--- src/rtl/spi_pkg.sv ---
// Shared constants for the mode-0 SPI master: FSM encodings, frame width
// and the idle levels of the serial lines.
package spi_pkg;
    localparam logic [1:0] ST_IDLE  = 2'd0;
    localparam logic [1:0] ST_LEAD  = 2'd1;
    localparam logic [1:0] ST_SHIFT = 2'd2;
    localparam logic [1:0] ST_GAP   = 2'd3;

    localparam int SPI_BITS = 8;

    localparam logic MOSI_IDLE = 1'b1;
    localparam logic SSN_IDLE  = 1'b1;
    localparam logic SCLK_IDLE = 1'b0;
endpackage

--- src/rtl/spi_master_if.sv ---
// FIFO-side handshake and serial pins of the SPI master, bundled with
// master (shift engine) and slave (FIFO wrapper / pad side) views.
interface spi_master_if;
    import spi_pkg::*;

    logic [SPI_BITS-1:0] txdin;
    logic                txgo;
    logic                txrdy;
    logic [SPI_BITS-1:0] rxdout;
    logic                rxnew;
    logic                MISO;
    logic                MOSI;
    logic                SCLK;
    logic                SSn;

    modport master (
        input  txdin, txgo, MISO,
        output txrdy, rxdout, rxnew, MOSI, SCLK, SSn
    );

    modport slave (
        output txdin, txgo, MISO,
        input  txrdy, rxdout, rxnew, MOSI, SCLK, SSn
    );
endinterface

--- src/rtl/spi_clkgen.sv ---
// SCLK half-period timer: 8-bit down-counter that fires a one-cycle tick
// every CLKDIV cycles while running; re-armed on every byte load.
module spi_clkgen #(
    parameter int CLKDIV = 4
) (
    input  logic clk,
    input  logic rst,
    input  logic i_load,
    input  logic i_run,
    output logic o_tick
);
    localparam logic [7:0] RELOAD = 8'(CLKDIV - 1);

    logic [7:0] r_cnt;
    logic       w_tc;

    assign w_tc   = (r_cnt == 8'd0);
    assign o_tick = i_run & w_tc;

    always_ff @(posedge clk) begin
        if (rst) begin
            r_cnt <= 8'd0;
        end else if (i_load) begin
            r_cnt <= RELOAD;
        end else if (i_run) begin
            r_cnt <= w_tc ? RELOAD : r_cnt - 8'd1;
        end
    end
endmodule

--- src/rtl/spi_master.sv ---
// Mode-0 SPI master shift engine between TX and RX FIFOs; SSn is held low
// across back-to-back bytes while the TX FIFO keeps supplying data.
//
// state | meaning
// IDLE  | SSn high, waiting for a TX byte
// LEAD  | SSn low, one half-period of setup before the first SCLK edge
// SHIFT | 16 SCLK half-periods; MISO captured and MOSI advanced on falls
// GAP   | one cycle with rxnew high; chain the next byte or release SSn
module spi_master
    import spi_pkg::*;
#(
    parameter int CLKDIV = 4
) (
    input  logic            clk,
    input  logic            rst,
    spi_master_if.master    bus
);
    logic [1:0]          r_state;
    logic [SPI_BITS-1:0] r_shreg;
    logic [2:0]          r_bitcnt;
    logic                r_txrdy;
    logic [SPI_BITS-1:0] r_rxdout;
    logic                r_rxnew;
    logic                r_mosi;
    logic                r_sclk;
    logic                r_ssn;

    logic                w_accept;
    logic                w_run;
    logic                w_tick;
    logic [SPI_BITS-1:0] w_shifted;

    assign w_accept  = r_txrdy & bus.txgo;
    assign w_run     = (r_state == ST_LEAD) || (r_state == ST_SHIFT);
    assign w_shifted = {r_shreg[SPI_BITS-2:0], bus.MISO};

    spi_clkgen #(.CLKDIV(CLKDIV)) u_clkgen (
        .clk    (clk),
        .rst    (rst),
        .i_load (w_accept),
        .i_run  (w_run),
        .o_tick (w_tick)
    );

    always_ff @(posedge clk) begin
        if (rst) begin
            r_state  <= ST_IDLE;
            r_shreg  <= '0;
            r_bitcnt <= 3'd0;
            r_txrdy  <= 1'b1;
            r_rxdout <= '0;
            r_rxnew  <= 1'b0;
            r_mosi   <= MOSI_IDLE;
            r_sclk   <= SCLK_IDLE;
            r_ssn    <= SSN_IDLE;
        end else begin
            r_rxnew <= 1'b0;
            case (r_state)
                ST_IDLE, ST_GAP: begin
                    if (w_accept) begin
                        r_shreg  <= bus.txdin;
                        r_mosi   <= bus.txdin[SPI_BITS-1];
                        r_ssn    <= 1'b0;
                        r_txrdy  <= 1'b0;
                        r_bitcnt <= 3'd0;
                        r_state  <= ST_LEAD;
                    end else begin
                        r_ssn   <= SSN_IDLE;
                        r_mosi  <= MOSI_IDLE;
                        r_txrdy <= 1'b1;
                        r_state <= ST_IDLE;
                    end
                end
                ST_LEAD: begin
                    if (w_tick) begin
                        r_state <= ST_SHIFT;
                    end
                end
                ST_SHIFT: begin
                    if (w_tick) begin
                        if (!r_sclk) begin
                            r_sclk <= 1'b1;
                        end else begin
                            // Falling edge: sample MISO at the very end of the high phase.
                            r_sclk  <= 1'b0;
                            r_shreg <= w_shifted;
                            if (r_bitcnt == 3'(SPI_BITS - 1)) begin
                                r_rxdout <= w_shifted;
                                r_rxnew  <= 1'b1;
                                r_txrdy  <= 1'b1;
                                r_state  <= ST_GAP;
                            end else begin
                                r_bitcnt <= r_bitcnt + 3'd1;
                                r_mosi   <= w_shifted[SPI_BITS-1];
                            end
                        end
                    end
                end
                default: r_state <= ST_IDLE;
            endcase
        end
    end

    assign bus.txrdy  = r_txrdy;
    assign bus.rxdout = r_rxdout;
    assign bus.rxnew  = r_rxnew;
    assign bus.MOSI   = r_mosi;
    assign bus.SCLK   = r_sclk;
    assign bus.SSn    = r_ssn;
endmodule
--- src/flat_wrapper.sv ---
// flat-port wrapper written by rule: the top's interface ports become plain ports
module spi_master_flat import spi_pkg::*;
#(
    parameter int CLKDIV = 4
)
  (clk, rst, bus_txdin, bus_txgo, bus_MISO, bus_txrdy, bus_rxdout, bus_rxnew, bus_MOSI, bus_SCLK, bus_SSn);
  spi_master_if bus_i ();
  input  logic clk;
  input  logic rst;
  input wire logic [$bits(bus_i.txdin)-1:0] bus_txdin;
  input wire logic [$bits(bus_i.txgo)-1:0] bus_txgo;
  input wire logic [$bits(bus_i.MISO)-1:0] bus_MISO;
  output wire logic [$bits(bus_i.txrdy)-1:0] bus_txrdy;
  output wire logic [$bits(bus_i.rxdout)-1:0] bus_rxdout;
  output wire logic [$bits(bus_i.rxnew)-1:0] bus_rxnew;
  output wire logic [$bits(bus_i.MOSI)-1:0] bus_MOSI;
  output wire logic [$bits(bus_i.SCLK)-1:0] bus_SCLK;
  output wire logic [$bits(bus_i.SSn)-1:0] bus_SSn;
  assign bus_i.txdin = bus_txdin;
  assign bus_i.txgo = bus_txgo;
  assign bus_i.MISO = bus_MISO;
  assign bus_txrdy = bus_i.txrdy;
  assign bus_rxdout = bus_i.rxdout;
  assign bus_rxnew = bus_i.rxnew;
  assign bus_MOSI = bus_i.MOSI;
  assign bus_SCLK = bus_i.SCLK;
  assign bus_SSn = bus_i.SSn;
  spi_master #(.CLKDIV(CLKDIV)) u_core (.clk(clk), .rst(rst), .bus(bus_i));
endmodule
--- config.mk ---
export PLATFORM = sky130hd
export DESIGN_NAME = spi_master_flat
export DESIGN_NICKNAME = d
export VERILOG_FILES = /design/src/rtl/spi_pkg.sv /design/src/rtl/spi_master_if.sv /design/src/rtl/spi_clkgen.sv /design/src/rtl/spi_master.sv /design/src/flat_wrapper.sv
export SDC_FILE = /design/constraint.sdc
export NUM_CORES = 1
export LEC_CHECK = 0
export CORE_MARGIN = 10
export CORE_UTILIZATION = 50
export CTS_BUF_LIST = sky130_fd_sc_hd__clkbuf_2 sky130_fd_sc_hd__clkbuf_4 sky130_fd_sc_hd__clkbuf_8
export DETAILED_ROUTE_END_ITERATION = 12
export PLACE_DENSITY = 0.75
export SLEW_MARGIN = 20
export SYNTH_ARGS = -nofsm -noshare
export SYNTH_HDL_FRONTEND = slang
export SYNTH_SLANG_ARGS = --single-unit
export TNS_END_PERCENT = 30
--- constraint.sdc ---
create_clock -name clk -period 2.7 [get_ports clk]
set_input_delay 0.27 -clock clk [delete_from_list [all_inputs] [get_ports clk]]
set_output_delay 0.27 -clock clk [all_outputs]
set_load 0.02 [all_outputs]
# After elaboration in Yosys (flattened, before gate mapping)

Index checks and enable logic that the tools add are counted.

Bits in registers: 33
Output and inout bits: 13
Logic and storage cells: 73
Input bits: 12

Bitwise logic cells: 5
Reductions and logical operators: 15
Equal/unequal tests: 10
Add/subtract/negate cells: 2
Multiplexer cells: 30

Operator list:

| cell                                                                  | count |
|---|---|
| 7-bit 2-to-1 mux                                                      | 3 |
| 4-bit AND reduction                                                   | 5 |
| 7-bit case mux with 2 select lines                                    | 1 |
| 2-bit 2-to-1 mux                                                      | 6 |
| 3-bit 2-to-1 mux                                                      | 4 |
| 1-bit 2-to-1 mux                                                      | 11 |
| 2-bit inequality test, second input constant                          | 5 |
| 8-bit logical NOT                                                     | 1 |
| 8-bit 2-to-1 mux                                                      | 1 |
| 8-bit by 1-bit subtractor with 8-bit output, second input constant    | 1 |
| 2-bit case mux with 3 select lines                                    | 1 |
| 3-bit case mux with 2 select lines                                    | 1 |
| 5-bit AND reduction                                                   | 1 |
| 2-bit equality test, second input constant                            | 2 |
| 1-bit case mux with 2 select lines                                    | 2 |
| 2-bit nonzero test                                                    | 2 |
| 2-bit OR reduction                                                    | 2 |
| 4-bit OR reduction                                                    | 1 |
| 3-bit by 1-bit adder with 3-bit output, second input constant         | 1 |
| 3-bit equality test, second input constant                            | 1 |
| 1-bit inverter                                                        | 3 |
| 1-bit AND                                                             | 2 |
| 2-bit by 1-bit equality test with 1-bit output, second input constant | 1 |
| 2-bit logical NOT                                                     | 1 |
| 3 further kinds                                                       | 3 |

# Logic depth before layout (Yosys ltp)

Gate-level depths: netlist (run 1).

Word-level depth: 5
Depth in mapped cells: 8
Depth with buffers taken out: 6

# By module

A second synthesis (run 1) with hierarchy kept.

Cells, all modules: 176
Area total of the unflattened synthesis: 1,562.7 µm²

By module, submodules not included:

| module     | area an instance (µm²) | sequential area each (µm²) | times used | cells an instance |
|---|---|---|---|---|
| spi_master | 1,143.6                | 500.5                      | 1          | 128 |
| spi_clkgen | 419.2                  | 160.2                      | 1          | 48 |

# Worst setup path before layout (run 1)

No wires, ideal clock.

Kind: register -> register
Start: register u_core.r_state[0]
End: register u_core.r_mosi (netlist: u_core.bus.MOSI)
Data required time: 2,578 ps
Data arrival time: 2,191 ps
Period minus slack after synthesis: 2,313 ps
Buffers on the path: 1
Setup slack: 387 ps
Library setup time: 122 ps
Stages on the path, launching flop included: 7
Path through: dfxtp_1 > inv_1 > ha_1 > or4b_4 > buf_6 > or4_4 > a311o_1

Cells in the longest elaborated chain, start to end: 5
Elaborated cells between the ends (all ways): 13
Those cells by class: 6 x eq/ne; 1 x mux; 1 x bitwise; 5 x reduce/logical

RTL lines:

| element                                                                                      | line                               | RTL |
|---|---|---|
| from (decl)                                                                                  | spi_master.sv:18                   | `logic [1:0] r_state;` |
| from (signal assigned)                                                                       | spi_master.sv:47                   | `r_state <= ST_IDLE;` |
| from (signal assigned)                                                                       | spi_master.sv:66                   | `r_state <= ST_LEAD;` |
| from (signal assigned)                                                                       | spi_master.sv:71                   | `r_state <= ST_IDLE;` |
| 2-bit by 1-bit equality test with 1-bit output / 2-bit equality test (equally long branches) | spi_master.sv:34, spi_master.sv:58 |  |
| 1-bit logical OR                                                                             | spi_master.sv:34                   | `assign w_run = (r_state == ST_LEAD) \|\| (r_state == ST_SHIFT);` |
| 1-bit AND                                                                                    | spi_clkgen.sv:18                   | `assign o_tick = i_run & w_tc;` |
| 2-bit inequality test (no source line)                                                       | --                                 |  |
| 4-bit AND reduction (no source line)                                                         | --                                 |  |
| to (signal assigned)                                                                         | spi_master.sv:62                   | `r_mosi <= bus.txdin[SPI_BITS-1];` |
| to (signal assigned)                                                                         | spi_master.sv:94                   | `r_mosi <= w_shifted[SPI_BITS-1];` |
| to (decl)                                                                                    | spi_master.sv:24                   | `logic r_mosi;` |

Parallel ways exist; a longest one is shown, timed or not.
A chain may end at the register's enable or synchronous reset.

# Worst setup path after layout (run 1)

Start: register u_core.r_state[0]
End: register u_core.r_shreg[0]

Cells in the longest elaborated chain, start to end: 5
Elaborated cells between the ends (all ways): 13
Those cells by class: 6 x eq/ne; 1 x mux; 1 x bitwise; 5 x reduce/logical

RTL lines:

| element                                                                                      | line                               | RTL |
|---|---|---|
| 2-bit by 1-bit equality test with 1-bit output / 2-bit equality test (equally long branches) | spi_master.sv:34, spi_master.sv:58 |  |
| 1-bit logical OR                                                                             | spi_master.sv:34                   |  |
| 1-bit AND                                                                                    | spi_clkgen.sv:18                   |  |
| 2-bit inequality test (no source line)                                                       | --                                 |  |
| 4-bit AND reduction (no source line)                                                         | --                                 |  |
| to (signal assigned)                                                                         | spi_master.sv:61                   | `r_shreg <= bus.txdin;` |
| to (signal assigned)                                                                         | spi_master.sv:86                   | `r_shreg <= w_shifted;` |
| to (decl)                                                                                    | spi_master.sv:19                   | `logic [SPI_BITS-1:0] r_shreg;` |

Parallel ways exist; a longest one is shown, timed or not.

==> results of run 1 <==
-- layer usage --
metal  global-route usage [%]  routed length (microns)
met2                     21.4                     1750
met5                        0                        0
met4                     5.98                       66
met3                     6.25                      249
met1                     14.4                     1430
-- worst max-delay path: stages, from the launching register on --
cell	delay, ns
sky130_fd_sc_hd__dfxtp_1	0.35
sky130_fd_sc_hd__inv_1	0.07
sky130_fd_sc_hd__ha_1	0.32
sky130_fd_sc_hd__or4b_4	0.61
sky130_fd_sc_hd__o31ai_4	0.55
sky130_fd_sc_hd__a21oi_1	0.13
sky130_fd_sc_hd__a311oi_1	0.29
-- flip-flops by register name, summed over array words and instances, names as in the netlist --
register and count:
u_core.bus.MOSI 1, u_core.bus.rxdout 8, u_core.bus.SCLK 1, u_core.r_state 2, u_core.bus.SSn 1, u_core.r_bitcnt 3
u_core.bus.txrdy 1, u_core.bus.rxnew 1, u_core.r_shreg 7, u_core.u_clkgen.r_cnt 8
-- path summary, 6_finish.rpt --
path	startpoint	end	slack (ns)	cells past startpoint
setup reg to reg	u_core.r_state[0]	u_core.r_shreg[0]	0.30	6
hold reg to reg	u_core.bus.SSn	u_core.bus.SSn	0.49	2
hold / removal	u_core.bus.SSn	u_core.bus.SSn	0.49	2
setup / recovery	u_core.r_state[0]	u_core.r_shreg[0]	0.30	6
-- metrics by stage --
stage | instance area (sq um) | cells
3_5_place_dp | 1800 | 212
3_3_place_gp | 1800 | 212
4_1_cts | 1880 | 219
6_report | 1880 | 219
2_1_floorplan | 1530 | 158
5_1_grt | 1880 | 219
-- cell families (layout without fill, tap and decap cells) --
family | count (synthesis) | after routing | synth area share (%)
adder cells (fa/ha/maj) | 5 | 5 | 4.09
XOR/XNOR | 7 | 7 | 4.01
flip-flops | 33 | 33 | 43.2
AO/OA/AOI/OAI | 35 | 35 | 16.9
buffers and inverters | 15 | 43 | 4.91
AND/OR/NAND/NOR | 47 | 47 | 16.3
multiplexers | 16 | 16 | 10.6
-- final cells by class --
cell class | count | area (sq um) | share of cell area (%)
Multi-Input combinational cell | 110 | 793 | 42.3
Sequential cell | 33 | 661 | 35.2
Timing Repair Buffer | 30 | 285 | 15.2
Tap cell | 33 | 41.3 | 2.20
Clock buffer | 5 | 37.5 | 2.00
Clock inverter | 2 | 35.0 | 1.87
Inverter | 6 | 22.5 | 1.20
-- cell usage in the layout, fill, tap and decap left out, types with 4 or more instances in the layout --
cell / instances
sky130_fd_sc_hd__clkbuf_4: 5
sky130_fd_sc_hd__mux2i_1: 15
sky130_fd_sc_hd__dfxtp_1: 33
sky130_fd_sc_hd__ha_1: 5
sky130_fd_sc_hd__a311oi_1: 8
sky130_fd_sc_hd__buf_4: 6
sky130_fd_sc_hd__xnor2_1: 4
sky130_fd_sc_hd__nand2_1: 5
sky130_fd_sc_hd__a21oi_1: 13
sky130_fd_sc_hd__inv_1: 6
sky130_fd_sc_hd__nand3_1: 8
sky130_fd_sc_hd__clkdlybuf4s50_1: 24
sky130_fd_sc_hd__nor2_1: 19
-- power by group through the flow --
stage                     Sequential, mW  Combinational [mW]  Clock [mW]
after CTS                          0.669               0.725       0.359
final                              0.671               0.726       0.352
after floorplan                    0.679               0.534           0
after detailed placement           0.679               0.722           0
after global routing               0.684               0.809       0.388
after global placement             0.677               0.693           0
==> impl.org, run 1 <==
** Status
- Result of the run :: complete, no violations

** Routing
- Post-DR vias/cell :: 5.95
- The pre-antenna-repair detailed-routing pass consisted of 4 iterations.
- The detailed router finished its first iteration with 122 violations.
- Detailed-route via count :: 1303
- For this run, design rule violations remaining after detail routing come to 0.
- Dividing the detail-routed wire length by the instance count gives 16.0 microns.
- In this run the remaining antenna-violating nets after routing total 0.
- Summed over all layers, the routed wires come to 3490 microns.

** STA
- Remaining max-slew budget at the tightest pin :: 60.5%
- The routed design could run at a clock period as short as 2.40 ns.
- Worst Slack Setup Final :: 0.302 ns
- Setup violations remaining at the end of the flow were counted as 0.
- In the final timing run, aggregate negative setup slack is 0 ns.
- Tcrit/Tclk final :: 88.8%
- Based on the critical path, the design can be clocked at up to 417 MHz.
- The number of endpoints with negative hold slack in the final report came to 0.
- On the final layout, the worst hold slack is 0.493 ns.
- Worst slew pin tran :: 0.587 ns
- Across the routed clock network, the largest skew measured is 0.0114 ns.
- Max-slew violation count :: 0
- Setup repair after global routing missed its margin :: no

** Power
- In this run the power spent charging and discharging nets is 650 uW.
- Power Internal :: 1.10 mW
- Net switching is 37.1% of the power.
- Largest voltage drop on the vdd net :: 0.486 mV
- Total power :: 1.75 mW
- Summed over all cells, the static leakage comes to 0.744 nW.
- Clock share of power :: 20.1%
- In this run, flip-flops and latches consume 38.3% of the power.
- Combinational cells account for 41.5% of the total power.
- P per Cell Area :: 933 nW/um^2

** Global route
- For this run the aggregate overflow at the end of global routing stands at 0.
- The first global-routing pass estimated 5770 microns of wire.
- GRT Resource Usage Total :: 13.2%
- Via count of the first global-routing pass :: 1232
- Largest net degree at the start of global routing :: 15
- The initial antenna violation count came to 0.

** Clock tree
- Clock latency on the worst-skew pair :: 0.34 ns
- Root buffer cell :: sky130_fd_sc_hd__clkbuf_4
- CTS Hold Bufs :: 0
- After clock tree synthesis, the clock-pin slew on the worst setup and hold paths is 0.10 ns.
- In this run the deepest clock path goes through 2 buffers.
- Number of clock sinks :: 33
- Number of buffers added by the clock tree synthesis step :: 5
- Post-CTS timing repair inserted 0 buffers for setup.
- Resized cells post-CTS :: 0
- Clock tree from TritonCTS :: built
- H-tree levels :: 2

** Logic synthesis
- Yosys mapped a number of flops with a built-in enable equal to 0.
- The most used flip-flop cell after synthesis is sky130_fd_sc_hd__dfxtp_1.
- Most numerous cell types in the synthesized netlist :: sky130_fd_sc_hd__dfxtp_1, sky130_fd_sc_hd__nor2_1, sky130_fd_sc_hd__mux2i_1
- Syn Nets :: 175
- Post-Synthesis Cells :: 158
- Most frequent cell after synthesis :: sky130_fd_sc_hd__dfxtp_1
- Syn Area/Cell :: 9.68 sq um
- Yosys printed 0 warnings.
- The share of synthesized area in the top cell type comes to 43.2%.
- Synth Cell Area :: 1530 sq um
- FF+latch count, synth :: 33
- Counting flops with an async set or reset pin after synthesis yields a share of 0%.
- Top cells by area in the synthesized netlist :: sky130_fd_sc_hd__dfxtp_1, sky130_fd_sc_hd__mux2i_1, sky130_fd_sc_hd__nor2_1
- The largest total area in the synthesized netlist belongs to sky130_fd_sc_hd__dfxtp_1.
- Count of cell types in the netlist :: 36
- Summing the sequential cell areas from Yosys gives 43.2% of the chip area.

** Floorplan
- Floorplan row count :: 20
- In this run the vertical extent of the chip is 75.3 microns.
- Die Footprint :: 5670 sq um
- For this configuration, the core starts out at a cell density of 51.3%.
- Number of placed I/O pins :: 25
- Core Box Area :: 2980 sq um
- Horizontal die dimension :: 75.3 microns

** Placement
- PortBufs :: 24
- Before CTS, the worst setup slack after placement is 0.356 ns.
- GP Congestion :: 0.784
- Summed over all nets, the half-perimeter wirelength after detailed placement is 2580 microns.

** Critical path
- STA puts the critical path data required time at 2.94 ns.
- STA classifies the critical path startpoint as a register.
- The critical path is of the register to register type.
- STA classifies the critical path endpoint as a register.
- Top fanout value on the critical path :: 14
- Arrival time at the worst endpoint :: 2.64 ns

** Finish
- Nets@finish :: 203
- The number of antenna diodes in the final layout is 0.
- After filler insertion, the fill cell instance count of the layout stands at 259.
- Once layout is complete, the utilization of the core stands at 63.0%.
- The post-route netlist has 10.8% of its cells at a drive strength greater than 1.
- Synthesis-to-finish area growth :: 22.7%

** Job
- The tool flagged a number of max-cap violations equal to 0.

** Worst hold path
- Class of the tightest hold or removal check :: register to register
No activity file was read; power rests on OpenSTA's default activity.
==> run 2, diff against run 1 <==
--- a/config.mk
+++ b/config.mk
@@ -9,7 +9,7 @@
 export CORE_UTILIZATION = 50
 export CTS_BUF_LIST = sky130_fd_sc_hd__clkbuf_2 sky130_fd_sc_hd__clkbuf_4 sky130_fd_sc_hd__clkbuf_8
 export DETAILED_ROUTE_END_ITERATION = 12
-export PLACE_DENSITY = 0.75
+export PLACE_DENSITY = 0.81
 export SLEW_MARGIN = 20
 export SYNTH_ARGS = -nofsm -noshare
 export SYNTH_HDL_FRONTEND = slang
==> constraint.sdc (replaced) <==
create_clock -name clk -period 2.7 [get_ports clk]
set_input_delay 0.405 -clock clk [delete_from_list [all_inputs] [get_ports clk]]
set_output_delay 0.405 -clock clk [all_outputs]
set_load 0.02 [all_outputs]
==> run 2 against run 1 <==
  * Clock-buffer cell count is 2 higher
  * Final cell count fell by 1.4%
  * Critical path depth did not move
  * Sequential power about the same
  * Clock skew shrank 0.0062 ns
  * Fmax increased by 0.82%
  * Critical endpoint unchanged
  * Largest cell class unchanged
  * Highest routed layer unchanged
==> impl.org, run 2 (synthesis results as in run 1) <==
** Global route
- The first global-routing pass estimated 5330 microns of wire.
- M1 GR Usage :: 13.9%
- In the global route stage, met3 resource usage came out at 5.08%.
- The number of global-route vias before repair came to 1159.
- Global routing consumed, over all layers together, 12.6% of the routing resources.
- Summed over all layers, the global routing overflow is 0.
- Largest net degree at the start of global routing :: 18
- Met2 Use GR :: 19.3%
- In this run the most used layer during global routing was met2.
- The initial antenna violation count came to 0.

** Finish
- Most common cell after layout, fill and taps aside :: sky130_fd_sc_hd__dfxtp_1
- The library cells used most frequently in the layout, excluding fill and tap cells, are sky130_fd_sc_hd__dfxtp_1, sky130_fd_sc_hd__clkdlybuf4s50_1, sky130_fd_sc_hd__nor2_1.
- Fraction of final layout cells with drive strength greater than 1 :: 9.29%
- The final layout contains 200 nets.
- Number of diodes added for antenna fixing :: 0
- The area growth from synthesis to layout is 20.3%.

** STA
- Worst slew pin tran :: 0.606 ns
- Across the routed clock network, the largest skew measured is 0.00512 ns.
- Clock period minus final worst setup slack :: 2.38 ns
- Max-slew violation count :: 0
- The number of endpoints with negative hold slack in the final report is 0.
- Setup repair after global routing missed its margin :: no
- Worst Slack Setup Final :: 0.321 ns
- Tcrit/Tclk final :: 88.1%
- Setup violations remaining at the end of the flow were counted as 0.
- Adding up every negative setup slack in the final design gives 0 ns.
- The worst pin sits at a relative slew slack of 59.2%.
- Derived from the worst setup path, the maximum achievable clock frequency is 420 MHz.

** Power
- For this design the static power due to leakage is 0.723 nW.
- Largest voltage drop on the vdd net :: 0.487 mV
- P per Cell Area :: 900 nW/um^2

** Routing
- DRC :: 0
- Detailed-route via count :: 1213
- Count of nets left with antenna violations after detail routing :: 0
- Dividing the detail-routed wire length by the instance count gives 15.2 microns.
- Total length of routed wires :: 3280 microns
- In this run, the number of DRC markers left after iteration 0 of detailed routing was 64.
- Using the TritonRoute via totals, the vias-per-cell ratio works out to 5.62.
- DRT Pass-1 Iters :: 4

** Critical path
- CP Capture Type :: register
- Standard cell with the maximum stage delay on the critical path :: sky130_fd_sc_hd__or4b_4
- The worst setup path is launched from a register.
- By startpoint and endpoint, the worst setup path is classified as register to register.
- The signal on the critical path passes through inv_1, ha_1, or4b_4, o31ai_4, a21oi_1, a311oi_1.
- For the worst setup path, the data required time is 2.96 ns.
- Top fanout value on the critical path :: 15
- Slowest Stage Delay on Critical Path :: 0.61 ns
- Arrival time at the worst endpoint :: 2.63 ns

** Clock tree
- H-tree levels :: 2
- In this run the deepest clock path goes through 2 buffers.
- Clock tree from TritonCTS :: built
- Root buffer cell :: sky130_fd_sc_hd__clkbuf_4
- Number of buffers added for setup after CTS :: 0
- Number of buffers added by the clock tree synthesis step :: 5
- In this run, post-CTS repair resized a total of 0 instances.
- Number of clock sinks :: 33
- Clock latency on the worst-skew pair, taken at its later pin, is 0.34 ns.
- After clock tree synthesis, the flow added hold-fix buffers numbering 0.
- CTS clock-pin slew for the worst setup and hold paths :: 0.10 ns

** Floorplan
- Floorplan row count :: 20
- Number of placed I/O pins :: 25
- Once the floorplan was initialized, standard cells occupied 51.3% of the core.
- Measured along the y axis, the die boundary spans 75.3 microns.
- Die Footprint :: 5670 sq um
- Horizontal die dimension :: 75.3 microns
- The core region is 2980 sq um.

** Placement
- OpenSTA, run right after detailed placement, puts the worst setup slack at 0.348 ns.
- Summed over all nets, the half-perimeter wirelength after detailed placement is 2400 microns.
- At the end of routability-driven placement, the weighted congestion stood at 0.849.
- PortBufs :: 24

** Status
- Result of the run :: complete, no violations

** Job
- Across the run, the number of max-cap violations was 0.

** Worst hold path
- Class of the tightest hold or removal check :: register to register
## run 2: changes by cell type in the layout (fill, tap and decap cells not counted), sizes merged
cell / before / now
clkbuf: 5 / 7
buf: 6 / 3
clkinv: 1 / 0
bufinv: 1 / 0
## run 2: worst max-delay path, delay by kind of cell (launching register included)
kind | cells | cell delay, ns
flops | 1 | 0.36
buf+inv | 1 | 0.06
compound gates | 3 | 0.93
fa+ha+maj | 1 | 0.31
simple gates | 1 | 0.61
## run 2: worst paths after layout
path | startpoint | endpoint | slack (ns) | depth (start not counted)
worst max register to register | u_core.r_state[0] | u_core.r_shreg[0] | 0.32 | 6
worst min register to register | u_core.r_bitcnt[2] | u_core.r_bitcnt[2] | 0.48 | 2
worst min-delay path | u_core.r_bitcnt[2] | u_core.r_bitcnt[2] | 0.48 | 2
worst max-delay path | u_core.r_state[0] | u_core.r_shreg[0] | 0.32 | 6
## run 2: power breakdown
| part | total (mW) | switching [mW] | internal, mW | leakage (nW) |
|---|---|---|---|---|
| clock network | 0.294 | 0.161 | 0.133 | 0.0348 |
| registers | 0.668 | 0.0835 | 0.585 | 0.269 |
| logic | 0.694 | 0.386 | 0.308 | 0.419 |
| total | 1.66 | 0.631 | 1.03 | 0.723 |
## run 2: cell type report
cell class,instances,area [sq um]
Clock buffer,7,58.8
Fill cell,251,1140
Inverter,6,22.5
Multi-Input combinational cell,110,793
Sequential cell,33,661
Tap cell,33,41.3
Timing Repair Buffer,27,263
## run 2: stage by stage
stage,area [sq um],hold WS (ns),power (mW),utilization (%),std cells
after detailed placement,1780,0.473,1.36,59.8,209
final,1840,0.484,1.66,61.8,216
after global routing,1840,0.509,1.77,61.8,216
after floorplan,1530,0.452,1.21,-,158
after CTS,1840,0.487,1.66,61.8,216
after global placement,1780,0.459,1.34,59.8,209
## run 2: routing by layer
metal / routed length (microns) / up-vias
met5: 0 / -
met4: 89 / 0
met3: 185 / 6
met2: 1570 / 21
met1: 1430 / 562
li1: - / 624
==> run 3, diff against run 2 <==
--- a/config.mk
+++ b/config.mk
@@ -5,6 +5,7 @@
 export SDC_FILE = /design/constraint.sdc
 export NUM_CORES = 1
 export LEC_CHECK = 0
+export CORE_ASPECT_RATIO = 1.4
 export CORE_MARGIN = 10
 export CORE_UTILIZATION = 50
 export CTS_BUF_LIST = sky130_fd_sc_hd__clkbuf_2 sky130_fd_sc_hd__clkbuf_4 sky130_fd_sc_hd__clkbuf_8
==> constraint.sdc (replaced) <==
create_clock -name clk -period 3.1 [get_ports clk]
set_input_delay 0.465 -clock clk [delete_from_list [all_inputs] [get_ports clk]]
set_output_delay 0.465 -clock clk [all_outputs]
set_load 0.02 [all_outputs]
==> run 3 against run 2 <==
  * Clock power up 10%
  * Hold slack better by 0.0021 ns
  * First-iteration DRC count up 3.1%
  * Final cell count up 0.93%
  * Global-route usage up 0.83 points
==> impl.org, run 3 (synthesis results as in run 1) <==
** Routing
- In the final routed layout, each cell accounts on average for 16.3 microns.
- Post-DR vias/cell :: 5.81
- DRT Pass-1 Iters :: 4
- The detailed router placed 1267 vias in this run.
- Total length of routed wires :: 3560 microns
- After detailed routing, the number of remaining DRC violations is 0.
- Number of DRC markers in iteration 0 :: 66
- Count of nets left with antenna violations after detail routing :: 0

** Power
- VDD sags by at most 0.462 mV.
- Power Internal :: 945 uW
- P per Cell Area :: 815 nW/um^2
- Net switching share of the total power :: 37.7%
- Combinational Power Share :: 39.8%
- Clock share of power :: 21.4%
- In this run the static leakage power is 0.722 nW.
- Reported net switching power :: 571 uW
- Share of power burned in registers :: 38.9%

** Finish
- Final design instance area without fill :: 1860 sq um
- The library cells used most frequently in the layout, excluding fill and tap cells, are sky130_fd_sc_hd__dfxtp_1, sky130_fd_sc_hd__clkdlybuf4s50_1, sky130_fd_sc_hd__nor2_1.
- Number of diodes added for antenna fixing :: 0
- Fraction of final layout cells with drive strength greater than 1 :: 8.29%
- Filler cells :: 258
- Nets@finish :: 198
- Post-Route Utilization :: 64.0%
- Synthesis-to-finish area growth :: 21.7%
- The library cell used most frequently in the layout, excluding fill and tap cells, is sky130_fd_sc_hd__dfxtp_1.
- Once layout is complete, the cells apart from fillers number 218.

** STA
- Worst Slack Setup Final :: 0.531 ns
- Clock period minus final worst setup slack :: 2.57 ns
- The number of endpoints with negative hold slack in the final report is 0.
- The number of max-slew violations in the final report was 0.
- Worst-case clock skew :: 0.00631 ns
- For the pin with the worst max-slew slack, the measured transition is 0.673 ns.
- Setup repair after global routing missed its margin :: no
- Highest attainable clock frequency :: 389 MHz
- Of the available clock period, the critical path in the final layout requires 82.9%.
- Accumulated negative setup slack :: 0 ns
- Setup violations remaining at the end of the flow were counted as 0.
- Headroom to the max-slew limit came out at 55.1%.

** Critical path
- For the worst setup path, the data required time is 3.29 ns.
- CP Launch Type :: register
- Register-to-Register Path Depth :: 6
- Capture instance of the worst register-to-register path :: u_core.r_shreg[2]
- The worst setup path is of the register to register kind.
- The largest individual stage delay along the critical path comes from the cell sky130_fd_sc_hd__or4b_4.
- STA classifies the critical path endpoint as a register.
- For this run, the slowest stage of the critical path takes 0.65 ns.
- Launching instance or port of the critical path :: u_core.r_state[0]
- Across all register-to-register paths, the minimum setup slack is 0.53 ns.
- Startpoint of the worst-slack reg-to-reg timing path :: u_core.r_state[0]
- Top fanout value on the critical path :: 15
- Destination of the critical timing path :: u_core.r_shreg[2]
- Critical-path cell list :: inv_1, ha_1, or4b_4, o31ai_4, a21oi_1, a311oi_1
- At the worst endpoint, the arrival time is 2.76 ns.

** Floorplan
- Die H :: 85.4 microns
- The initial utilization of the core area, before any placement, comes to 52.6%.
- The die is 66.7 microns wide.
- Die Footprint :: 5700 sq um
- Floorplan row count :: 23
- Core Box Area :: 2910 sq um
- Number of placed I/O pins :: 25

** Clock tree
- The number of setup buffers added after CTS is 0.
- CTS saw 33 sinks.
- The cell sitting at the root of the clock tree is a sky130_fd_sc_hd__clkbuf_8.
- The clock passes through at most 2 buffers.
- In this run, post-CTS repair resized a total of 0 instances.
- CTS clock-pin slew for the worst setup and hold paths :: 0.06 ns
- H-tree levels :: 2
- Clock tree from TritonCTS :: built
- CTS Hold Bufs :: 0
- Number of buffers added by the clock tree synthesis step :: 5
- The clock reaches the later pin of the worst-skew pair after 0.28 ns.

** Placement
- Port buffering added 24 buffers.
- Post-DP HPWL :: 2580 microns
- GP Congestion :: 0.839
- In this run, placement finished with an instance count of 211.
- In this run the cell area measured after placement is 1770 sq um.
- Timing analysis after detailed placement gives a worst setup slack of 0.587 ns.

** Job
- Max-Cap Viols :: 0

** Global route
- Wire length of the first global-routing pass :: 6150 microns
- The initial antenna violation count is 0.
- GR Overflow Total :: 0
- The number of global-route vias before repair came to 1332.
- GRT Resource Usage Total :: 13.5%
- Entering global routing, the biggest net connects 30 pins.

** Status
- The run finished with clean final reports.

** Worst hold path
- In this run the worst hold path is classified as register to register.
[run 3: cell types whose count changed in the layout (fill, tap and decap cells not counted)]
| cell | change |
|---|---|
| sky130_fd_sc_hd__buf_4 | -2 |
| sky130_fd_sc_hd__clkinvlp_4 | +1 |
| sky130_fd_sc_hd__clkbuf_8 | +5 |
| sky130_fd_sc_hd__clkbuf_4 | -6 |
[run 3: how the worst min path moves through the flow]
stage,startpoint,endpoint,slack [ns],cells after the start
global placement,u_core.r_bitcnt[2],u_core.r_bitcnt[2],0.46,2
finish,u_core.r_bitcnt[1],u_core.r_bitcnt[1],0.49,2
floorplan,u_core.r_bitcnt[1],u_core.r_bitcnt[1],0.45,2
global route,u_core.r_bitcnt[1],u_core.r_bitcnt[1],0.51,2
detailed placement,u_core.r_bitcnt[1],u_core.r_bitcnt[1],0.48,2
CTS,u_core.r_bitcnt[1],u_core.r_bitcnt[1],0.49,2
[run 3: final cells by class]
class                   instances  area, sq um  share of cell area [%]
flip-flops and latches         33          661                    35.5
repair buffers                 25          248                    13.3
clock buffers                   6         82.6                    4.44
multi-input cells             110          793                    42.6
inverters                       6         22.5                    1.21
well taps                      37         46.3                    2.49
clock inverters                 1         7.51                   0.403
[run 3: worst max-delay path: cells and delay by family (launching register included)]
kind            cells  cell delay, ns
compound gates      3            0.98
buf+inv             1            0.07
fa+ha+maj           1            0.45
simple gates        1            0.65
flops               1            0.33
[run 3: power by group through the flow]
stage                     logic, mW  clock network, mW  registers (mW)
after CTS                     0.597              0.332           0.586
after detailed placement      0.594                  0           0.594
after global routing          0.666              0.351           0.599
final                         0.603              0.324           0.589
after global placement        0.561                  0           0.589
after floorplan               0.465                  0           0.591
[run 3: metrics by stage]
| stage | hold WS [ns] | power, mW |
|---|---|---|
| after floorplan | 0.452 | 1.06 |
| after global placement | 0.458 | 1.15 |
| after detailed placement | 0.483 | 1.19 |
| after CTS | 0.492 | 1.52 |
| after global routing | 0.515 | 1.62 |
| final | 0.486 | 1.52 |
[run 3: per-layer routing]
layer / vias up / GRT usage [%] / share of wire (%)
met5: - / 0 / 0
met4: 0 / 6.69 / 2.4
met3: 11 / 6.58 / 7.6
met2: 52 / 22.0 / 52
met1: 585 / 13.8 / 38
li1: 619 / - / -
